==> src/rtl/ro_window_counter.sv <==
// Ring-oscillator PUF window counter: counts synchronized rising edges of two
// ring oscillators during a measurement window and reports which one was faster.
module ro_window_counter #(
   parameter int CNT_W       = 16,
   parameter int SYNC_STAGES = 2
) (
   input  logic             clk,
   input  logic             rst,
   input  logic             window,
   input  logic             ro_a,
   input  logic             ro_b,
   input  logic             resp_ready,
   output logic             resp_valid,
   output logic             resp_bit,
   output logic             resp_tie,
   output logic             overflow,
   output logic [CNT_W-1:0] count_a,
   output logic [CNT_W-1:0] count_b,
   output logic             busy
);

   typedef enum logic [1:0] {
      IDLE    = 2'd0,
      MEASURE = 2'd1,
      COMPARE = 2'd2,
      HOLD    = 2'd3
   } state_t;

   localparam logic [CNT_W-1:0] CNT_MAX = '1;
   localparam logic [CNT_W-1:0] CNT_ONE = CNT_W'(1);

   state_t state_reg, state_next;

   logic             window_q_reg;
   logic             window_rise;
   logic             start_meas;
   logic             count_en;
   logic             load_resp;

   logic [1:0]       ro_vec;
   logic [CNT_W-1:0] cnt_all [2];
   logic [1:0]       sat_all;

   logic             resp_bit_reg;
   logic             resp_tie_reg;
   logic [CNT_W-1:0] count_a_reg;
   logic [CNT_W-1:0] count_b_reg;

   assign ro_vec      = {ro_b, ro_a};
   assign window_rise = window & ~window_q_reg;

   // Channel 0 is oscillator A, channel 1 is oscillator B.
   genvar gi;
   generate
      for (gi = 0; gi < 2; gi++) begin : g_chan
         logic [SYNC_STAGES-1:0] sync_reg;
         logic                   prev_reg;
         logic [CNT_W-1:0]       cnt_reg;
         logic                   sat_reg;
         logic                   rise;

         assign rise = sync_reg[SYNC_STAGES-1] & ~prev_reg;

         always_ff @(posedge clk) begin
            if (rst) begin
               sync_reg <= '0;
               prev_reg <= 1'b0;
               cnt_reg  <= '0;
               sat_reg  <= 1'b0;
            end else begin
               sync_reg <= {sync_reg[SYNC_STAGES-2:0], ro_vec[gi]};
               prev_reg <= sync_reg[SYNC_STAGES-1];
               if (start_meas) begin
                  cnt_reg <= '0;
                  sat_reg <= 1'b0;
               end else if (count_en && rise) begin
                  // Saturate instead of wrapping; the flag marks a lost edge.
                  if (cnt_reg == CNT_MAX)
                     sat_reg <= 1'b1;
                  else
                     cnt_reg <= cnt_reg + CNT_ONE;
               end
            end
         end

         assign cnt_all[gi] = cnt_reg;
         assign sat_all[gi] = sat_reg;
      end
   endgenerate

   always_ff @(posedge clk) begin
      if (rst) begin
         state_reg    <= IDLE;
         window_q_reg <= 1'b1;
         resp_bit_reg <= 1'b0;
         resp_tie_reg <= 1'b0;
         count_a_reg  <= '0;
         count_b_reg  <= '0;
      end else begin
         state_reg    <= state_next;
         window_q_reg <= window;
         if (load_resp) begin
            resp_bit_reg <= (cnt_all[0] > cnt_all[1]);
            resp_tie_reg <= (cnt_all[0] == cnt_all[1]);
            count_a_reg  <= cnt_all[0];
            count_b_reg  <= cnt_all[1];
         end
      end
   end

   always_comb begin
      state_next = state_reg;
      start_meas = 1'b0;
      count_en   = 1'b0;
      load_resp  = 1'b0;
      case (state_reg)
         IDLE: begin
            if (window_rise) begin
               start_meas = 1'b1;
               state_next = MEASURE;
            end
         end
         MEASURE: begin
            if (window)
               count_en = 1'b1;
            else
               state_next = COMPARE;
         end
         COMPARE: begin
            load_resp  = 1'b1;
            state_next = HOLD;
         end
         HOLD: begin
            if (resp_ready)
               state_next = IDLE;
         end
         default: state_next = IDLE;
      endcase
   end

   assign resp_valid = (state_reg == HOLD);
   assign busy       = (state_reg != IDLE);
   assign resp_bit   = resp_bit_reg;
   assign resp_tie   = resp_tie_reg;
   assign overflow   = |sat_all;
   assign count_a    = count_a_reg;
   assign count_b    = count_b_reg;

endmodule

==> config.mk <==
export PLATFORM = sky130hd
export DESIGN_NAME = ro_window_counter
export DESIGN_NICKNAME = d
export VERILOG_FILES = /design/src/rtl/ro_window_counter.sv
export SDC_FILE = /design/constraint.sdc
export NUM_CORES = 1
export LEC_CHECK = 0
export CORE_ASPECT_RATIO = 0.9
export CORE_MARGIN = 5
export CORE_UTILIZATION = 50
export DETAILED_ROUTE_END_ITERATION = 12
export MAX_ROUTING_LAYER = met4
export PLACE_DENSITY = 0.81
export SLEW_MARGIN = 15
export SYNTH_ARGS = -nofsm -noshare
export SYNTH_HDL_FRONTEND = slang
export SYNTH_SLANG_ARGS = --single-unit
export TNS_END_PERCENT = 20
==> constraint.sdc <==
create_clock -name clk -period 2.33 [get_ports clk]
set_clock_uncertainty 0.15 [all_clocks]
set_input_delay 0.466 -clock clk [delete_from_list [all_inputs] [get_ports clk]]
set_output_delay 0.466 -clock clk [all_outputs]
set_load 0.01 [all_outputs]
==> results of run 1 <==
-- routing by layer --
layer / share of wire / global-route usage
met1: 0.45 / 0.239
met2: 0.47 / 0.313
met3: 0.057 / 0.0567
met4: 0.017 / 0.0640
met5: 0 / -
-- area by class of cell --
type	count	area [µm²]
sequential	77	1540
clock inverter	6	110
fill	581	2520
inverter	23	86.3
multi-input combinational	283	1970
tap	93	116
clock buffer	10	138
timing repair buffer	70	631
-- critical path: cells and delay by family --
| kind | cells | cell delay [ps] |
|---|---|---|
| AOI/OAI and AO/OA | 1 | 170 |
| buffers and inverters | 2 | 680 |
| and+or+nand+nor | 3 | 1100 |
-- synth_stat cells (3+ instances only) --
library cell	instances
nor3_1	6
nand2_1	22
a21oi_1	30
mux2i_1	36
clkbuf_2	3
ha_1	22
nor2_1	38
or4_1	12
and2_1	3
nor4_1	7
nor2b_1	7
o31ai_1	11
or2_2	4
o21a_1	6
and4_1	3
inv_1	23
o21ai_0	9
nand3_1	11
and3_1	4
clkbuf_1	13
o41ai_1	4
nand4_1	13
dfxtp_1	77
or3_1	4
-- worst paths after layout --
path / from / end / slack, ps / cells after the start
hold reg to reg: g_chan[0].sync_reg[0]$_SDFF_PP0_ / g_chan[0].sync_reg[1]$_SDFF_PP0_ / 290 / 1
setup reg to reg: state_reg[1]$_SDFFE_PP0P_ / g_chan[1].cnt_reg[5]$_SDFFE_PP0P_ / 90 / 7
hold / removal: g_chan[0].sync_reg[0]$_SDFF_PP0_ / g_chan[0].sync_reg[1]$_SDFF_PP0_ / 290 / 1
setup / recovery: window / g_chan[1].cnt_reg[5]$_SDFFE_PP0P_ / 50 / 6
-- cells in the final DEF (no fill, tap or decap), types with 3 or more instances in the layout --
| master | count |
|---|---|
| nand3_1 | 11 |
| bufinv_16 | 3 |
| or4_1 | 11 |
| nor2b_1 | 7 |
| and4_1 | 3 |
| inv_1 | 23 |
| nor2_1 | 38 |
| o21a_1 | 6 |
| clkdlybuf4s50_1 | 42 |
| dfxtp_1 | 75 |
| o21ai_0 | 9 |
| o41ai_1 | 4 |
| nand2_1 | 22 |
| and2_1 | 3 |
| ha_1 | 21 |
| or3_1 | 4 |
| o31ai_1 | 11 |
| nand4_1 | 13 |
| clkbuf_8 | 10 |
| buf_4 | 28 |
| nor4_1 | 7 |
| nor3_1 | 6 |
| mux2i_1 | 36 |
| or2_2 | 4 |
| a21oi_1 | 30 |
| and3_1 | 4 |
-- cells by family after synthesis --
logic type | Yosys count
multiplexers | 36
AND/OR/NAND/NOR | 144
flip-flops | 77
adder cells (fa/ha/maj) | 22
AO/OA/AOI/OAI | 81
buffers and inverters | 43
-- metrics by stage --
stage / instance area (µm²) / util / hold WS, ps
final: 4590 / 0.646 / 295
after global routing: 4590 / 0.646 / 321
after CTS: 4590 / 0.645 / 302
after detailed placement: 4340 / 0.610 / 282
after global placement: 4340 / 0.610 / 268
after floorplan: 3690 / - / 264
-- power by group through the flow --
stage | Sequential (W) | Combinational (W) | Clock, W
after floorplan | 0.00140 | 0.000286 | 0
final | 0.00137 | 0.000447 | 0.00123
after global routing | 0.00138 | 0.000484 | 0.00132
after CTS | 0.00137 | 0.000448 | 0.00125
after detailed placement | 0.00140 | 0.000443 | 0
after global placement | 0.00140 | 0.000436 | 0
==> results.toml, run 1 <==
[cts]
cts_buffers = 9
post_cts_resized = 0
clk_pin_slew_ps = 80
cts.sinks = 77
cts_tree = "built"
hold_buffers = 0
cts_buffer_depth = 2
htreeDepth = 3
postCtsSetupBuffers = 0
cts-root-buf = "clkbuf_8"
worstSkewPairLatency_ps = 350

[floorplan]
die_w_um = 101
ios = 43
initial_core_util = 0.518
rows = 29
die-height_um = 91.5
core-area_um2 = 7110
die_area_um2 = 9190

[logic_synthesis]
ys_ff_latch = 77
netlist.area_leader.share = 0.418
syn-cell-area_um2 = 3690
yosys-top-cells-area = "dfxtp_1 (42%), mux2i_1 (9.8%), ha_1 (7.5%)"
yosys_most_used_dff = "dfxtp_1"
yosysSeqAreaShare = 0.418
synth_mux_area_frac = 0.0978
syn-num-nets = 431
async_reset_ff_frac = 0
avgSynthCellArea_um2 = 9.15
synth_top_family_by_area = "simple AND/OR/NAND/NOR gates"
yosysWarnings = 0
synthCells = 403
synth_area_leader_cell = "dfxtp_1"
synthSimpleGateAreaFrac = 0.214
synth-edff-count = 0
yosys.area_share.xor_xnor = 0
synthAdderAreaFrac = 0.0747
synth_compound_area_frac = 0.146
netlist-cell-type-count = 49

[sta]
fin_crit_sh = 0.978
tightest_slew_ps = 739
min_period_ps = 2280
setup_viol = 0
rsz0062_at_grt = "true"
worst_slack_ps = 51.2
fmax_mhz = 439
slew_violations = 0
tns_ps = 0
hold_viol = 0
relSlewSlack = 0.502

[finish]
antenna_cells = 0
largest_register_ffs = 32
nNetsFinal = 492
area_delta_synth_final_pct = 24.6
final_cells = 562
drive_gt1_frac = 0.117

[power_and_ir_drop]
p_sw_w = 0.000747
p_comb_frac = 0.147
internal-power_w = 0.00230
p_seq_frac = 0.451
ir_worst_vdd_v = 0.000580
p_leak_nw = 1.62
power_w = 0.00305
switching_share = 0.245
pwr-share-clk = 0.403
cellPowerDensity_nw_per_um2 = 664

[grt]
grt_remaining_overflow = 0
grt_max_degree = 40
grt_use_total = 0.197
antenna_found_initial = 0
grt_pass1_vias = 3078
grt_pass1_wl_um = 14400

[setup_path]
worstSetupPathType = "in2reg"
worstPathMaxFanout = 5
path_cells = "clkdlybuf4s50_1 > nand4b_1 > buf_4 > or2_2 > or4_2 > a21oi_1"
cp_slowest_cell = "or4_2"
cp_data_required_time_ps = 2460
cp-start-kind = "input pin"
cp.arrival_ps = 2410
max_stage_delay_ps = 610
endpoint_kind = "flip-flop"

[drt]
wl_per_cell_um = 15.3
via_count = 3297
vias_per_cell = 5.87
wl_um = 8610
antenna_left = 0
route.detailed.drc = 0
drt_iter0_markers = 216
drt_first_pass_iters = 5

[min_path]
min_path_type = "reg2reg"

[outcome]
outcome = "completed"

[place]
pre_cts_slack_ps = -305
gp_congestion = 0.889
dpl.hpwl_um = 6210
dpl.cell_count = 546
numPortBuffers = 42

[flow_run]
max_cap_viol_count = 0
(Power assumes the default switching activity.)
==> run 2, diff against run 1 <==
PLACE_DENSITY = 0.85   (was 0.81)
==> run 2 against run 1 <==
Final cell count unchanged; die area is the same; critical endpoint is now g_chan[0].cnt_reg[9]$_SDFFE_PP0P_; fmax rose by 2.3%; clock power shrank 31%; critical path type unchanged.
==> results.toml, run 2 (synthesis gave the netlist of run 1 again) <==
[sta]
hold_viol = 0
min_period_ps = 2230
rsz0062_at_grt = "false"
tightest_slew_ps = 723
setup_viol = 0
relSlewSlack = 0.513
fmax_mhz = 449
fin_crit_sh = 0.956
slew_violations = 0
whs_ps = 297

[floorplan]
die_area_um2 = 9190
core-area_um2 = 7110
rows = 29
die_w_um = 101
ios = 43
die-height_um = 91.5
initial_core_util = 0.518

[finish]
final_cell_mix = "dfxtp_1 (77), clkdlybuf4s50_1 (41), nor2_1 (38)"
final_common_cell = "dfxtp_1"
fillCellCount = 642
nNetsFinal = 495
largest_register_ffs = 32
area_delta_synth_final_pct = 22.8
drive_gt1_frac = 0.115
antenna_cells = 0
finish.utilization = 0.636

[power_and_ir_drop]
pwr-share-clk = 0.318
cellPowerDensity_nw_per_um2 = 592
p_comb_frac = 0.171
p_seq_frac = 0.511
switching_share = 0.268
ir_worst_vdd_v = 0.000528
p_leak_nw = 1.60
power_w = 0.00268
internal-power_w = 0.00196
p_sw_w = 0.000717

[cts]
cts-root-buf = "clkbuf_8"
postCtsSetupBuffers = 0
cts.sinks = 77
worstSkewPairLatency_ps = 350
cts_buffers = 9
clk_pin_slew_ps = 70
cts_buffer_depth = 2
htreeDepth = 3
cts_tree = "built"

[place]
dpl.hpwl_um = 6320
numPortBuffers = 42
gp_congestion = 0.873

[drt]
via_count = 3280
vias_per_cell = 5.84
drt_iter0_markers = 154
drt_first_pass_iters = 5
antenna_left = 0
wl_per_cell_um = 15.4
wl_um = 8670
route.detailed.drc = 0

[setup_path]
worstSetupPathType = "in2reg"
endpoint_kind = "flip-flop"
cp-start-kind = "input pin"
cp_data_required_time_ps = 2460
cp.arrival_ps = 2360
worstPathMaxFanout = 7

[grt]
grt_remaining_overflow = 0
grt_pass1_wl_um = 14500
grt_max_degree = 39
antenna_found_initial = 0
grt_pass1_vias = 3262
grt_use_total = 0.197

[flow_run]
max_cap_viol_count = 0

[outcome]
outcome = "completed"

[min_path]
min_path_type = "reg2reg"
## run 2: changes by cell type in the layout (fill, tap and decap cells not counted), sizes merged
cell / before / now
buf: 28 / 31
bufinv: 3 / 0
clkdlybuf4s50: 42 / 41
dlygate4sd2: 0 / 1
clkbuf: 10 / 11
clkinvlp: 2 / 1
## run 2: final cells by class
type                       count  area [µm²]  area share
clock inverter                 2        12.5     0.00276
tap                           93         116      0.0257
clock buffer                  11         141      0.0312
timing repair buffer          73         652       0.144
multi-input combinational    283        1980       0.437
sequential                    77        1540       0.341
inverter                      23        86.3      0.0191
## run 2: metal layers
metal  share of wire  global-route usage
met5               0                   -
met4           0.016              0.0819
met3           0.063              0.0490
met2            0.47               0.316
met1            0.45               0.235
## run 2: stage by stage
step / cells / setup slack, ps / cell area (µm²) / TNS [ps]
6_report: 562 / 102 / 4530 / 0
2_1_floorplan: 403 / 144 / 3690 / 0
4_1_cts: 562 / 55.5 / 4510 / 0
3_5_place_dp: 549 / -324 / 4360 / -3100
3_3_place_gp: 549 / -275 / 4360 / -2040
5_1_grt: 562 / 23.0 / 4530 / 0
## run 2: timing repair
action                                  4_1_cts  5_1_grt
endpoints found under the setup margin        1        7
gates resized for setup                       1        3
hold buffers                                  0        0
pin swaps                                     0        4
## run 2: power groups by stage
stage	combinational, W	clock (W)	sequential (W)
6_report	0.000458	0.000852	0.00137
5_1_grt	0.000498	0.000922	0.00137
4_1_cts	0.000459	0.000876	0.00137
3_5_place_dp	0.000464	0	0.00140
3_3_place_gp	0.000451	0	0.00140
2_1_floorplan	0.000286	0	0.00140
## run 2: final timing paths
path                                                     endpoint  slack, ps                        startpoint  cells past startpoint
worst max-delay path            g_chan[0].cnt_reg[9]$_SDFFE_PP0P_        100                            window                      6
worst min-delay path             g_chan[1].sync_reg[1]$_SDFF_PP0_        300  g_chan[1].sync_reg[0]$_SDFF_PP0_                      1
worst max register to register  g_chan[0].cnt_reg[9]$_SDFFE_PP0P_        140         state_reg[1]$_SDFFE_PP0P_                      7
worst min register to register   g_chan[1].sync_reg[1]$_SDFF_PP0_        300  g_chan[1].sync_reg[0]$_SDFF_PP0_                      1
## run 2: critical path, stage by stage
cell and delay [ps]:
clkdlybuf4s50_1 490, buf_4 140, and4b_2 300, nand4_1 250, or4_1 540, a21oi_1 170
